===== src/rtl/ram_port_arbiter.sv =====
// Round-robin owner arbiter sharing one single-port RAM between the control unit (requester 0)
// and the debug/program loader (requester 1), with burst limiting and an optional ownership lock.
module ram_port_arbiter #(
   parameter int ADDR_W    = 8,
   parameter int DATA_W    = 8,
   parameter int MAX_BURST = 4
) (
   input  logic              clk,
   input  logic              reset,
   input  logic              enable,
   input  logic              r0_req,
   input  logic              r0_we,
   input  logic              r0_lock,
   input  logic [ADDR_W-1:0] r0_addr,
   input  logic [DATA_W-1:0] r0_wdata,
   output logic              r0_gnt,
   output logic              r0_rvalid,
   output logic [DATA_W-1:0] r0_rdata,
   input  logic              r1_req,
   input  logic              r1_we,
   input  logic              r1_lock,
   input  logic [ADDR_W-1:0] r1_addr,
   input  logic [DATA_W-1:0] r1_wdata,
   output logic              r1_gnt,
   output logic              r1_rvalid,
   output logic [DATA_W-1:0] r1_rdata,
   output logic              ram_en,
   output logic              ram_we,
   output logic [ADDR_W-1:0] ram_addr,
   output logic [DATA_W-1:0] ram_wdata,
   input  logic [DATA_W-1:0] ram_rdata
);

   localparam int CNT_W = 4;
   localparam logic [CNT_W-1:0] MAX_CNT = CNT_W'(MAX_BURST);

   typedef enum logic [1:0] {
      IDLE = 2'd0,
      OWN0 = 2'd1,
      OWN1 = 2'd2
   } state_t;

   state_t state, state_next;
   logic ptr, ptr_next;
   logic [CNT_W-1:0] count, count_next, count_inc;
   logic acc0, acc1;
   logic [DATA_W-1:0] r0_hold, r1_hold;

   assign r0_gnt = (state == OWN0);
   assign r1_gnt = (state == OWN1);
   assign acc0   = enable & r0_gnt & r0_req;
   assign acc1   = enable & r1_gnt & r1_req;

   always_comb begin
      ram_en    = 1'b0;
      ram_we    = 1'b0;
      ram_addr  = '0;
      ram_wdata = '0;
      if (acc0) begin
         ram_en    = 1'b1;
         ram_we    = r0_we;
         ram_addr  = r0_addr;
         ram_wdata = r0_wdata;
      end else if (acc1) begin
         ram_en    = 1'b1;
         ram_we    = r1_we;
         ram_addr  = r1_addr;
         ram_wdata = r1_wdata;
      end
   end

   // The burst limit is judged on the count including this cycle's transfer, so the
   // owner gives up the RAM right after its MAX_BURST-th transfer rather than one later.
   always_comb begin
      count_inc = count;
      if ((acc0 | acc1) && (count != MAX_CNT)) begin
         count_inc = count + 1'b1;
      end
   end

   always_comb begin
      state_next = state;
      ptr_next   = ptr;
      count_next = count;
      if (enable) begin
         case (state)
            IDLE: begin
               if (r0_req && r1_req) begin
                  state_next = ptr ? OWN1 : OWN0;
               end else if (r0_req) begin
                  state_next = OWN0;
               end else if (r1_req) begin
                  state_next = OWN1;
               end
            end
            OWN0: begin
               if (!r0_req || (!r0_lock && (count_inc == MAX_CNT) && r1_req)) begin
                  state_next = IDLE;
                  ptr_next   = 1'b1;
                  count_next = '0;
               end else begin
                  count_next = count_inc;
               end
            end
            OWN1: begin
               if (!r1_req || (!r1_lock && (count_inc == MAX_CNT) && r0_req)) begin
                  state_next = IDLE;
                  ptr_next   = 1'b0;
                  count_next = '0;
               end else begin
                  count_next = count_inc;
               end
            end
            default: begin
               state_next = IDLE;
               count_next = '0;
            end
         endcase
      end
   end

   always_ff @(posedge clk) begin
      if (!reset) begin
         state <= IDLE;
         ptr   <= 1'b0;
         count <= '0;
      end else begin
         state <= state_next;
         ptr   <= ptr_next;
         count <= count_next;
      end
   end

   // RAM data arrives the cycle after the strobe: it is forwarded while rvalid is high
   // and held in a register afterwards so rdata stays stable between reads.
   always_ff @(posedge clk) begin
      if (!reset) begin
         r0_rvalid <= 1'b0;
         r1_rvalid <= 1'b0;
         r0_hold   <= '0;
         r1_hold   <= '0;
      end else begin
         r0_rvalid <= acc0 & ~r0_we;
         r1_rvalid <= acc1 & ~r1_we;
         if (r0_rvalid) begin
            r0_hold <= ram_rdata;
         end
         if (r1_rvalid) begin
            r1_hold <= ram_rdata;
         end
      end
   end

   assign r0_rdata = r0_rvalid ? ram_rdata : r0_hold;
   assign r1_rdata = r1_rvalid ? ram_rdata : r1_hold;

endmodule


===== config.mk =====
export PLATFORM = sky130hd
export DESIGN_NAME = ram_port_arbiter
export DESIGN_NICKNAME = d
export VERILOG_FILES = /design/src/rtl/ram_port_arbiter.sv
export SDC_FILE = /design/constraint.sdc
export NUM_CORES = 1
export LEC_CHECK = 0
export ABC_CLOCK_PERIOD_IN_PS = 1800
export BUFFER_PORTS_ARGS = -buffer_cell sky130_fd_sc_hd__buf_4
export CAP_MARGIN = 10
export CORE_MARGIN = 1.5
export CORE_UTILIZATION = 25
export DETAILED_ROUTE_END_ITERATION = 7
export PLACE_DENSITY = 0.59
export SLEW_MARGIN = 5
export SYNTH_ARGS = -nofsm -noshare
export SYNTH_HDL_FRONTEND = slang
export SYNTH_SLANG_ARGS = --single-unit

===== constraint.sdc =====
create_clock -name clk -period 1.8 [get_ports clk]
set_input_delay 0.09 -clock clk [delete_from_list [all_inputs] [get_ports clk]]
set_output_delay 0.09 -clock clk [all_outputs]
set_load 0.005 [all_outputs]

# == Word level (Yosys, flattened, before mapping) ==
# Index checks and enable logic that the tools add are counted.
# classes
bitwise,10
n_eq_ne,7
shifts,0
order_cmp,0
div_mod_pow,0
mul,0
reduce_logical,17
add_sub_neg,1
n_mux,24
# ops
operator,n
two-way mux 8 bit,6
two-way mux 2 bit,6
two-way mux 4 bit,3
one-hot mux 4 bit (3 select lines),1
AND reduction 4 bit,2
AND 1 bit,6
logical AND 1 bit,6
two-way mux 1 bit,6
one-hot mux 2 bit (3 select lines),1
adder 4 x 1 -> 4 bit (second input constant),1
== test 4 x 3 -> 1 bit (second input constant),1
zero test 1 bit,4
inequality test 2 x 1 -> 1 bit (second input constant),2
inequality test 4 x 3 -> 1 bit (second input constant),1
inequality test 4 bit (second input constant),1
NOT 1 bit,3
== test 2 x 1 -> 1 bit (second input constant),1
== test 2 bit (second input constant),1
zero test 2 bit,1
logical OR 1 bit,2
one-hot mux 1 bit (2 select lines),1
AND reduction 2 bit,1
nonzero test 2 bit,1
bitwise OR 1 bit,1
# word_totals
ramBits,0
romBits,0
input_bits,49
n_memories,0
regBits,25
output_inout_bits,38
latchBits,0

# == Depth between registers and ports, before layout ==
# depth
depth_word,12
mapped_depth,10
ltp_nobuf,8

# == Least setup slack after synthesis ==
# Ideal clock, no wire load.
# synth_path
path_kind,register -> register
startpoint,reg state[0]
endpoint,reg count[2]
path_stages_with_launch,10
setup_time_ns,0.120
path_slack_ns,-0.098
required_time_ns,1.680
synth_period_minus_slack_ns,1.898
arrival_time_ns,1.778
cell_sequence,dfxtp_1 inv_1 ha_1 a22o_1 buf_6 a311o_1 nand4b_1 o221ai_2 a21oi_1 nor3_1
# synth_between
elab_chain_len,12
word_cells_on_any_way,22
cone_classes,eq/ne: 3; mux: 4; bitwise: 6; reduce/logical: 9
# synth_lines
item,line_no,rtl
"start, declared",43,"state_t state, state_next;"
"start signal, assigned",128,state <= state_next;
== test 2 bit *,50,assign r1_gnt = (state == OWN1);
via r1_gnt,24,"output logic r1_gnt,"
AND 1 bit (2 in series),52,assign acc1 = enable & r1_gnt & r1_req;
bitwise OR 1 bit,76,if ((acc0 | acc1) && (count != MAX_CNT)) begin
logical AND 1 bit,76,
two-way mux 4 bit,76,
== test 4 x 3 -> 1 bit,"97, 106",
logical AND 1 bit (on tied branches) (2 in series),"106, 97",
logical OR 1 bit (on tied branches),"106, 97",
two-way mux 4 bit (on tied branches),"106, 97",
one-hot mux 4 bit (3 select lines) *,86,case (state)
"end signal, assigned",130,count <= count_next;
"end, declared",45,"logic [CNT_W-1:0] count, count_next, count_inc;"
# Mark *: on every way through the listed nets, which the timed path passes. The rest lies on a longest branch.
# A chain may end at the register's enable or synchronous reset.

# == Worst setup path in the final report ==
# layout_path
startpoint,reg state[0]
endpoint,reg count[2]
# layout_between
elab_chain_len,12
word_cells_on_any_way,22
cone_classes,eq/ne: 3; mux: 4; bitwise: 6; reduce/logical: 9
# layout_lines
item,line_no
== test 2 x 1 -> 1 bit or == test 2 bit (tied branches),"49, 86, 50"
AND 1 bit (on tied branches) (2 in series),"51, 52"
bitwise OR 1 bit,76
logical AND 1 bit,76
two-way mux 4 bit,76
== test 4 x 3 -> 1 bit,"97, 106"
logical AND 1 bit (on tied branches) (2 in series),"106, 97"
logical OR 1 bit (on tied branches),"106, 97"
two-way mux 4 bit (on tied branches),"106, 97"
one-hot mux 4 bit (3 select lines),86
# Parallel ways exist; a longest one is shown, timed or not.

==> flow_metrics.py <==
metrics = {
    "setup_path": {
        "startpoint_type": "register",
        "slowest_stage": "dfxtp_4",
        "end_kind": "register",
        "reg2reg_depth": 8,
        "criticalPathCategory": "register to register",
        "crit_fanout": 6,
        "critPathMaxStageDelay_ns": 0.39,
        "cp.required_ns": 1.97,
        "arrival_ns": 1.94,
        "path_cells": "inv_4, ha_4, a22o_4, a311o_1, nand4b_1, o221ai_4, a21oi_2, nor3_1",
    },
    "global_route": {
        "grt_pass1_vias": 1447,
        "grtUsageMet2_pct": 24.1,
        "use_met1_pct": 16.0,
        "overflow": 0,
        "track_usage_pct": 13.5,
        "grt_max_degree": 24,
        "antenna_found_initial": 0,
        "grt_pass1_wl_um": 6910,
        "grt_busiest_layer": "met2",
        "globalRouteMet3Util_pct": 2.36,
    },
    "timing": {
        "period_share_pct": 98.3,
        "rsz0062_at_grt": "true",
        "fin_crit_ns": 1.77,
        "tightest_slew_ns": 0.423,
        "slew_headroom_pct": 71.8,
        "hold_viol_final": 0,
        "fmax_mhz": 565,
        "fin_skew_ns": 0.00564,
        "final-setup-viol-count": 0,
        "slew_violations": 0,
    },
    "worst_hold_path": {
        "holdCritPathClass": "input port to register",
        "hold_depth": 2,
    },
    "route": {
        "drt-total-wl_um": 4660,
        "drt-vias-per-instance": 4.80,
        "num_vias": 1593,
        "drc": 0,
        "dr.pass1.iters": 4,
        "ant_nets": 0,
        "wire_per_inst_um": 14.0,
        "first_iter_violations": 57,
    },
    "synthesis": {
        "ys_seq_area_share_pct": 32.7,
        "ys_ff_latch": 25,
        "synth_top_flop_cell": "dfxtp_1",
        "ys_warn_count": 0,
        "synth_area_um2": 1530,
        "synth_edf_count": 0,
        "synth_cell_type_count": 37,
        "syn_inst": 167,
        "syn_nets": 221,
        "async_flop_share_pct": 0,
        "synth.avg_cell_area_um2": 9.16,
    },
    "finish": {
        "fin_util_pct": 41.8,
        "drive_gt1_share_pct": 56.0,
        "syn_to_final_growth_pct": 61.7,
        "fin_nets": 312,
        "final_cell_mix": "buf_4 (93), dfxtp_1 (21), and2_1 (17), mux2_2 (16), a22o_1 (16)",
        "final_common_cell": "buf_4",
        "num_antenna_cells": 0,
        "design_area_um2": 2470,
    },
    "pwr": {
        "ir_drop_uv": 275,
        "finalPower_mw": 1.23,
        "power_density_nw_per_um2": 497,
        "p_leak_nw": 1.12,
    },
    "status": {
        "status": "finished clean",
    },
    "run": {
        "drv_cap": 0,
    },
    "cts": {
        "cts_buffer_depth": 2,
        "clockRootBuffer": "clkbuf_8",
        "htree_levels": 1,
        "clk_pin_slew_ns": 0.09,
        "cts_setup_buffers": 0,
        "insertion_delay_ns": 0.28,
        "cts_buffers": 3,
        "numClockSinks": 25,
        "cts_tree": "built",
    },
    "floorplan": {
        "die_w_um": 81.2,
        "die_area_um2": 6600,
        "core_um2": 5920,
        "num_rows": 28,
        "initial_core_util_pct": 25.8,
        "die_y_um": 81.2,
        "io_pins": 87,
    },
    "place": {
        "dp_hpwl_um": 3360,
        "routabilityCongestion": 0.809,
        "port_buffers": 86,
        "place_area_um2": 2270,
    },
}
## registers in the layout, summed over array words and instances, names as in the netlist
| name | count |
|---|---|
| r0_hold | 8 |
| r1_hold | 8 |
| count | 4 |
| state | 2 |
| ptr | 1 |
| r0_rvalid | 1 |
| r1_rvalid | 1 |
## metal layers
metal | vias up | wire, um
met5 | - | 0
met4 | 0 | 48
met3 | 5 | 231
met2 | 39 | 2300
met1 | 758 | 2070
li1 | 791 | -
## final cells by class
class	instances	area (um^2)
clock buffers	3	41.3
flip-flops and latches	25	510
well taps	75	93.8
repair buffers	96	731
inverters	9	36.3
multi-input cells	123	1050
fillers	610	3450
clock inverters	1	7.51
## stage by stage
stage / setup WS [ns] / setup TNS (ns) / hold WS, ns / std cells
6_report: 0.0301 / 0 / 0.103 / 332
3_3_place_gp: -0.0201 / -0.0419 / 0.271 / 325
3_5_place_dp: -0.0725 / -0.275 / 0.268 / 325
2_1_floorplan: 0.0262 / 0 / 0.166 / 167
4_1_cts: -0.0333 / -0.465 / 0.0954 / 330
5_1_grt: -0.0496 / -0.550 / 0.0965 / 332
## power breakdown
part           total [mW]  leakage, nW  switching (mW)  internal [mW]
clock network       0.350       0.0217           0.193          0.157
logic               0.309        0.894           0.137          0.172
registers           0.570        0.204         0.00918          0.561
total                1.23         1.12           0.339          0.890
## kinds of logic (layout without fill, tap and decap cells)
logic type / count (synthesis) / after routing / synth area share, %
AND/OR/NAND/NOR: 65 / 65 / 25.7
adder cells (fa/ha/maj): 5 / 5 / 4.09
multiplexers: 18 / 18 / 13.1
flip-flops: 25 / 25 / 32.7
AO/OA/AOI/OAI: 34 / 35 / 18.2
buffers and inverters: 20 / 109 / 6.21
## critical path: cells and delay by family (launching register included)
family,cells,cell delay (ns)
AO/OA/AOI/OAI,4,0.87
adder cells (fa/ha/maj),1,0.16
buffers and inverters,1,0.04
flip-flops,1,0.39
AND/OR/NAND/NOR,2,0.20
## worst paths after layout
| check | start | end | slack [ns] |
|---|---|---|---|
| hold / removal | r0_we | r0_rvalid | 0.10 |
| setup / recovery | state[0] | count[2] | 0.03 |
| hold reg to reg | state[1] | state[1] | 0.51 |
| setup reg to reg | state[0] | count[2] | 0.03 |
## cell usage after synthesis, types with 2 or more instances
cell type	count	area (um^2)
a21oi_1	5	25.0
a22o_1	17	149
a311o_1	2	20.0
a31oi_1	3	18.8
a41oi_1	2	17.5
and2_1	17	106
and3_1	2	12.5
buf_2	4	20.0
buf_6	2	22.5
clkbuf_1	5	18.8
dfxtp_1	25	500
ha_1	5	62.6
inv_1	9	33.8
mux2_2	16	180
mux2i_1	2	20.0
nand2_1	14	52.6
nand2b_1	2	12.5
nand3_1	6	30.0
nand3_2	2	20.0
nand4_1	7	43.8
nor2_1	2	7.51
nor3_1	2	10.0
nor3b_1	2	15.0
## what timing repair did
item / 4_1_cts / 5_1_grt
setup endpoints to repair: 23 / 23
hold endpoints to repair: 1 / 0
hold buffers: 1 / 0
cloned: 0 / 2
gates resized for setup: 6 / 25
pin swaps: 2 / 7
Power figures use the tool's default switching activity.
